===== src/rtl/alu_arbiter.sv =====
// Two-requester round-robin front end for a shared single-cycle ALU.
// One operation in flight: accept, execute, then hold the response until taken.
module alu_arbiter #(
    parameter int XLEN = 32,
    parameter int CNTW = 16
) (
    input  logic            clk,
    input  logic            reset,
    input  logic            r0_valid,
    output logic            r0_ready,
    input  logic [XLEN-1:0] r0_a,
    input  logic [XLEN-1:0] r0_b,
    input  logic [3:0]      r0_op,
    input  logic            r1_valid,
    output logic            r1_ready,
    input  logic [XLEN-1:0] r1_a,
    input  logic [XLEN-1:0] r1_b,
    input  logic [3:0]      r1_op,
    output logic [XLEN-1:0] alu_a,
    output logic [XLEN-1:0] alu_b,
    output logic [3:0]      alu_ctrl,
    input  logic [XLEN-1:0] alu_result,
    input  logic            alu_zero,
    output logic            rsp_valid,
    input  logic            rsp_ready,
    output logic            rsp_id,
    output logic [XLEN-1:0] rsp_result,
    output logic            rsp_zero,
    output logic            busy,
    output logic [CNTW-1:0] op_count
);

    typedef enum logic [1:0] {IDLE, EXEC, RESP} state_t;

    state_t          state;
    state_t          state_next;
    logic            ptr;
    logic            owner;
    logic            gnt_any;
    logic            gnt_id;
    logic            accept;
    logic [XLEN-1:0] opa;
    logic [XLEN-1:0] opb;
    logic [3:0]      opc;

    always_comb begin
        gnt_any    = r0_valid | r1_valid;
        gnt_id     = (r0_valid && r1_valid) ? ptr : r1_valid;
        r0_ready   = 1'b0;
        r1_ready   = 1'b0;
        state_next = state;
        case (state)
            IDLE: begin
                if (gnt_any && !reset) begin
                    r0_ready   = !gnt_id;
                    r1_ready   = gnt_id;
                    state_next = EXEC;
                end
            end
            EXEC: state_next = RESP;
            RESP: if (rsp_ready) state_next = IDLE;
            default: state_next = IDLE;
        endcase
    end

    assign accept    = r0_ready | r1_ready;
    assign busy      = (state != IDLE);
    assign rsp_valid = (state == RESP);
    assign alu_a     = opa;
    assign alu_b     = opb;
    assign alu_ctrl  = opc;

    always_ff @(posedge clk) begin
        if (reset) begin
            state <= IDLE;
        end else begin
            state <= state_next;
        end
    end

    always_ff @(posedge clk) begin
        if (reset) begin
            ptr        <= 1'b0;
            owner      <= 1'b0;
            opa        <= '0;
            opb        <= '0;
            opc        <= '0;
            rsp_id     <= 1'b0;
            rsp_result <= '0;
            rsp_zero   <= 1'b0;
            op_count   <= '0;
        end else begin
            case (state)
                IDLE: begin
                    if (accept) begin
                        opa   <= gnt_id ? r1_a : r0_a;
                        opb   <= gnt_id ? r1_b : r0_b;
                        opc   <= gnt_id ? r1_op : r0_op;
                        owner <= gnt_id;
                        ptr   <= ~gnt_id;
                    end
                end
                EXEC: begin
                    // SUB reporting zero leaves the ALU result undefined
                    if (opc == 4'b0110 && alu_zero) begin
                        rsp_result <= '0;
                    end else begin
                        rsp_result <= alu_result;
                    end
                    rsp_zero <= alu_zero;
                    rsp_id   <= owner;
                end
                RESP: begin
                    if (rsp_ready) begin
                        op_count <= op_count + CNTW'(1);
                    end
                end
                default: ;
            endcase
        end
    end

endmodule

===== config.mk =====
export PLATFORM = sky130hd
export DESIGN_NAME = alu_arbiter
export DESIGN_NICKNAME = d
export VERILOG_FILES = /design/src/rtl/alu_arbiter.sv
export SDC_FILE = /design/constraint.sdc
export NUM_CORES = 1
export LEC_CHECK = 0
export ABC_CLOCK_PERIOD_IN_PS = 4330
export CAP_MARGIN = 20
export CORE_MARGIN = 3
export CORE_UTILIZATION = 38
export CTS_CLUSTER_DIAMETER = 80
export DETAILED_ROUTE_END_ITERATION = 16
export DONT_BUFFER_PORTS = 1
export GPL_TIMING_DRIVEN = 1
export MAX_ROUTING_LAYER = met4
export PLACE_DENSITY_LB_ADDON = 0.15
export SYNTH_ARGS = -nofsm -noshare
export SYNTH_HDL_FRONTEND = slang
export SYNTH_SLANG_ARGS = --single-unit

===== constraint.sdc =====
create_clock -name clk -period 4.33 [get_ports clk]
set_input_delay 0.6495 -clock clk [delete_from_list [all_inputs] [get_ports clk]]
set_output_delay 0.6495 -clock clk [all_outputs]
set_load 0.03 [all_outputs]

==> run summary <==
The cell sitting at the root of the clock tree is a sky130_fd_sc_hd__clkbuf_16. The region available for standard cell placement spans 0.01277 mm^2. The proportion of layout cells with a drive suffix above 1 came out at 8.494%. The flow ran to the end, and the final reports show no timing, DRC or antenna violations. The floorplan step defined a die boundary enclosing 0.01459 mm^2. The number of buffers inserted by port buffering works out to 0. The most used flip-flop cell after synthesis is sky130_fd_sc_hd__dfxtp_1. Headroom to the max-slew limit came out at 32.49%. In this run the critical register-to-register path is launched from state[1]$_SDFFE_PP0P_. The final number of max-transition violations is 0. The worst path uses 68.89% of the clock period. The required time at the endpoint of the critical path is 3.68 ns, and the stage delay of the slowest cell on the critical path is 0.82 ns. Clock latency on the worst-skew pair, taken at its later pin, is 0.41 ns. Entering global routing, the biggest net connects 127 pins. The placed wire-length estimate after detailed placement was 9.861 mm; the power per unit of standard cell area was 565.0 mW/mm^2.

For this design, the CTS-stage hold fixing added 0 buffers. The number of nets in the synthesized netlist is 699. Sort of element at the end of the critical path: an output pin. STA puts the critical path data arrival time at 2.33 ns. For the pin with the worst max-slew slack, the measured transition is 1.005 ns.

The tools report the number of diodes as 0. For this run, design rule violations remaining after detail routing come to 0. Initial antenna violation count: 0.

The worst setup path is launched from a flip-flop. The tools report the number of H-tree branching levels as 4. In the synthesized netlist the async set-or-reset flop fraction comes to 0%. For this run, the total global-route usage over all layers was measured as 18.54%.

Across the run, the number of max-cap violations was 0. Summed over all failing endpoints, the final setup total negative slack is 0 ns. For the number of failing hold endpoints at the final stage, the log shows 0. For the clock buffer count from CTS, the log shows 17. Setup violations remaining at the end of the flow were counted as 0. The tools report the count of different cell masters after synthesis as 37. The run gives 48.78% as the share of the yosys chip area belonging to registers. Dividing the synthesized area by the synthesized cell count gives 9.556 um^2. Buffers added to address setup during post-CTS repair amount to 0. The number of global-route vias before repair came out at 3,593. After floorplanning, the core was divided into 41 placement rows. The run gives 122 as the TritonCTS sink count. The tools report the hold-critical path endpoint as alu_b[0]$_SDFFE_PP0P_. The worst hold path begins at reset. In this run the critical register-to-register path is captured at alu_b[13]$_SDFFE_PP0P_. In this run, synthesis inferred 0 flip-flops with an integrated enable.

Measured along the x axis, the die boundary spans 120.8 um. Routability-driven placement finished with a final weighted congestion of 0.7263. During I/O placement, the number of pins put on the boundary was 296. The first-iteration detailed-routing DRC count came out at 191.

On the final layout, the worst hold slack is 0.3131 ns. TritonCTS built the clock tree. The run gives 4 as the detailed-router iteration count before antenna repair.

Counting along the longest clock path gives a buffer depth of 2. By instance count, the cell type seen most on the critical path is sky130_fd_sc_hd__or2_1. The count of cells along the worst hold path is 1. Setup repair after global routing left no endpoint under its margin.

Compared with the post-synthesis result, the final layout area differs by 13.69%. The worst setup path is of the flip-flop to output pin kind. The highest achievable clock rate was 335.3 MHz; the layout net count was 680. Wires add up to 13.53 mm. The setup check on the worst reg-to-reg path leaves a slack of 2.02 ns. Type of the tightest min-delay check: input pin to flip-flop. The largest vdd supply drop was 0.0001886 V; the largest fanout of any net on the critical path was 5. The largest individual stage delay along the critical path comes from the cell sky130_fd_sc_hd__nor3_1.

The first global-routing pass estimated 20.01 mm of wire. Using the TritonRoute via totals, the vias-per-cell ratio works out to 5.422. Counting I/O delays and the setup requirement, the final critical path takes 2.983 ns. After clock tree synthesis, the clock-pin slew on the worst setup and hold paths is 0.06 ns. For this design the static power due to leakage is 2.364 nW.

Effective utilization at floorplan: 39.20%. In this run, synthesis produced a sequential element count of 122. The final clock skew is 0.006959 ns.

The critical path goes through or2_1 -> or2_1 -> nor3_1. The Yosys step of the flow raised 0 warnings. In this run, post-CTS repair resized a total of 0 instances. The die extent in y is 120.8 um, and the synthesized area is 0.005007 mm^2. Detailed routing inserted a total of 3,741 vias. For the number of instances in the synthesized netlist, the log shows 524.

The total chip power is 3.216 mW. The worst register-to-register path has a depth of 5. The mean routed wirelength per cell was 19.60 um.

The count of nets left with antenna violations once routing finished came out at 0. The total overflow left after global routing is 0.
==> placed cells by master, fill, tap and decap left out, drive strengths merged, types with 3 or more instances in the layout <==
master    count
nor2        123
dfxtp       122
buf           6
inv           6
nor3          5
clkinvlp      4
a211oi       68
a22oi        32
xnor2         8
clkinv        4
nand3         5
mux2i        71
nor4          4
a21oi         4
clkbuf       21
or2           3
nand2         5
==> Yosys cell counts (4+ instances only) <==
library cell / instances / area, um^2
sky130_fd_sc_hd__dfxtp_1: 122 / 2442
sky130_fd_sc_hd__buf_1: 6 / 22.52
sky130_fd_sc_hd__a21oi_1: 4 / 20.02
sky130_fd_sc_hd__nor4_1: 4 / 25.02
sky130_fd_sc_hd__nand2_1: 5 / 18.77
sky130_fd_sc_hd__mux2i_1: 71 / 710.7
sky130_fd_sc_hd__a22oi_1: 32 / 240.2
sky130_fd_sc_hd__a211oi_1: 68 / 510.5
sky130_fd_sc_hd__nor3_1: 4 / 20.02
sky130_fd_sc_hd__nor2_1: 123 / 461.7
sky130_fd_sc_hd__inv_1: 5 / 18.77
sky130_fd_sc_hd__xnor2_1: 8 / 70.07
sky130_fd_sc_hd__buf_2: 19 / 95.09
sky130_fd_sc_hd__clkbuf_1: 19 / 71.32
sky130_fd_sc_hd__nand3_1: 4 / 20.02
==> how the worst max path moves through the flow <==
| stage | start | cells past startpoint | end | slack, ns |
|---|---|---|---|---|
| after floorplan | r0_valid | 5 | r1_ready | 1.94 |
| after global placement | state[1]$_SDFFE_PP0P_ | 3 | r1_ready | 1.82 |
| after detailed placement | state[1]$_SDFFE_PP0P_ | 3 | r1_ready | 1.77 |
| after CTS | state[1]$_SDFFE_PP0P_ | 3 | r1_ready | 1.33 |
| after global routing | state[1]$_SDFFE_PP0P_ | 3 | r1_ready | 1.23 |
| final | state[1]$_SDFFE_PP0P_ | 3 | r1_ready | 1.35 |
==> routing by layer <==
layer  GRT usage, %  share of wire [%]  up-vias
met1          19.83                 38     1688
li1               -                  -     1852
met3          8.653                 11       14
met4          7.436                1.5        0
met5              -                  0        -
met2          29.86                 49      187
==> per-stage QoR <==
stage | instance area, um^2 | std cells | setup WS (ns) | util (%)
6_report | 5693 | 690 | 1.347 | 44.57
5_1_grt | 5693 | 690 | 1.233 | 44.57
4_1_cts | 5693 | 690 | 1.325 | 44.57
3_5_place_dp | 5104 | 658 | 1.774 | 39.95
3_3_place_gp | 5104 | 658 | 1.816 | 39.95
2_1_floorplan | 5007 | 524 | 1.940 | -
==> worst max-delay path: cells and delay by family (launching register included) <==
family        cells  cell delay (ns)
flops             1             0.35
simple gates      3             1.57
==> layout make-up <==
| class | instances | area [um^2] |
|---|---|---|
| clock buffer | 21 | 470.5 |
| inverter | 5 | 18.77 |
| timing repair buffer | 6 | 45.04 |
| clock inverter | 11 | 118.9 |
| multi-input combinational | 353 | 2382 |
| sequential | 122 | 2442 |
| fill | 1229 | 7081 |
| tap | 172 | 215.2 |
==> cell families after synthesis <==
kind of cell	after synthesis	synth area share [%]
buffers and inverters	49	4.148
AO/OA/AOI/OAI	112	16.62
adder cells (fa/ha/maj)	1	0.2498
XOR/XNOR	10	1.749
AND/OR/NAND/NOR	158	14.04
multiplexers	72	14.42
flip-flops	122	48.78
==> flip-flops by register name, summed over array words and instances (netlist names) <==
name / cells
alu_b: 32
op_count: 16
rsp_id: 1
rsp_zero: 1
owner: 1
alu_a: 32
alu_ctrl: 4
rsp_result: 32
state: 2
ptr: 1
==> power by group <==
group / internal, mW / switching [mW] / total (mW)
registers: 1.23 / 0.279 / 1.51
clock network: 0.889 / 0.512 / 1.40
logic: 0.129 / 0.178 / 0.307
total: 2.25 / 0.969 / 3.22
Note: power is estimated with default switching activity, not from simulation.
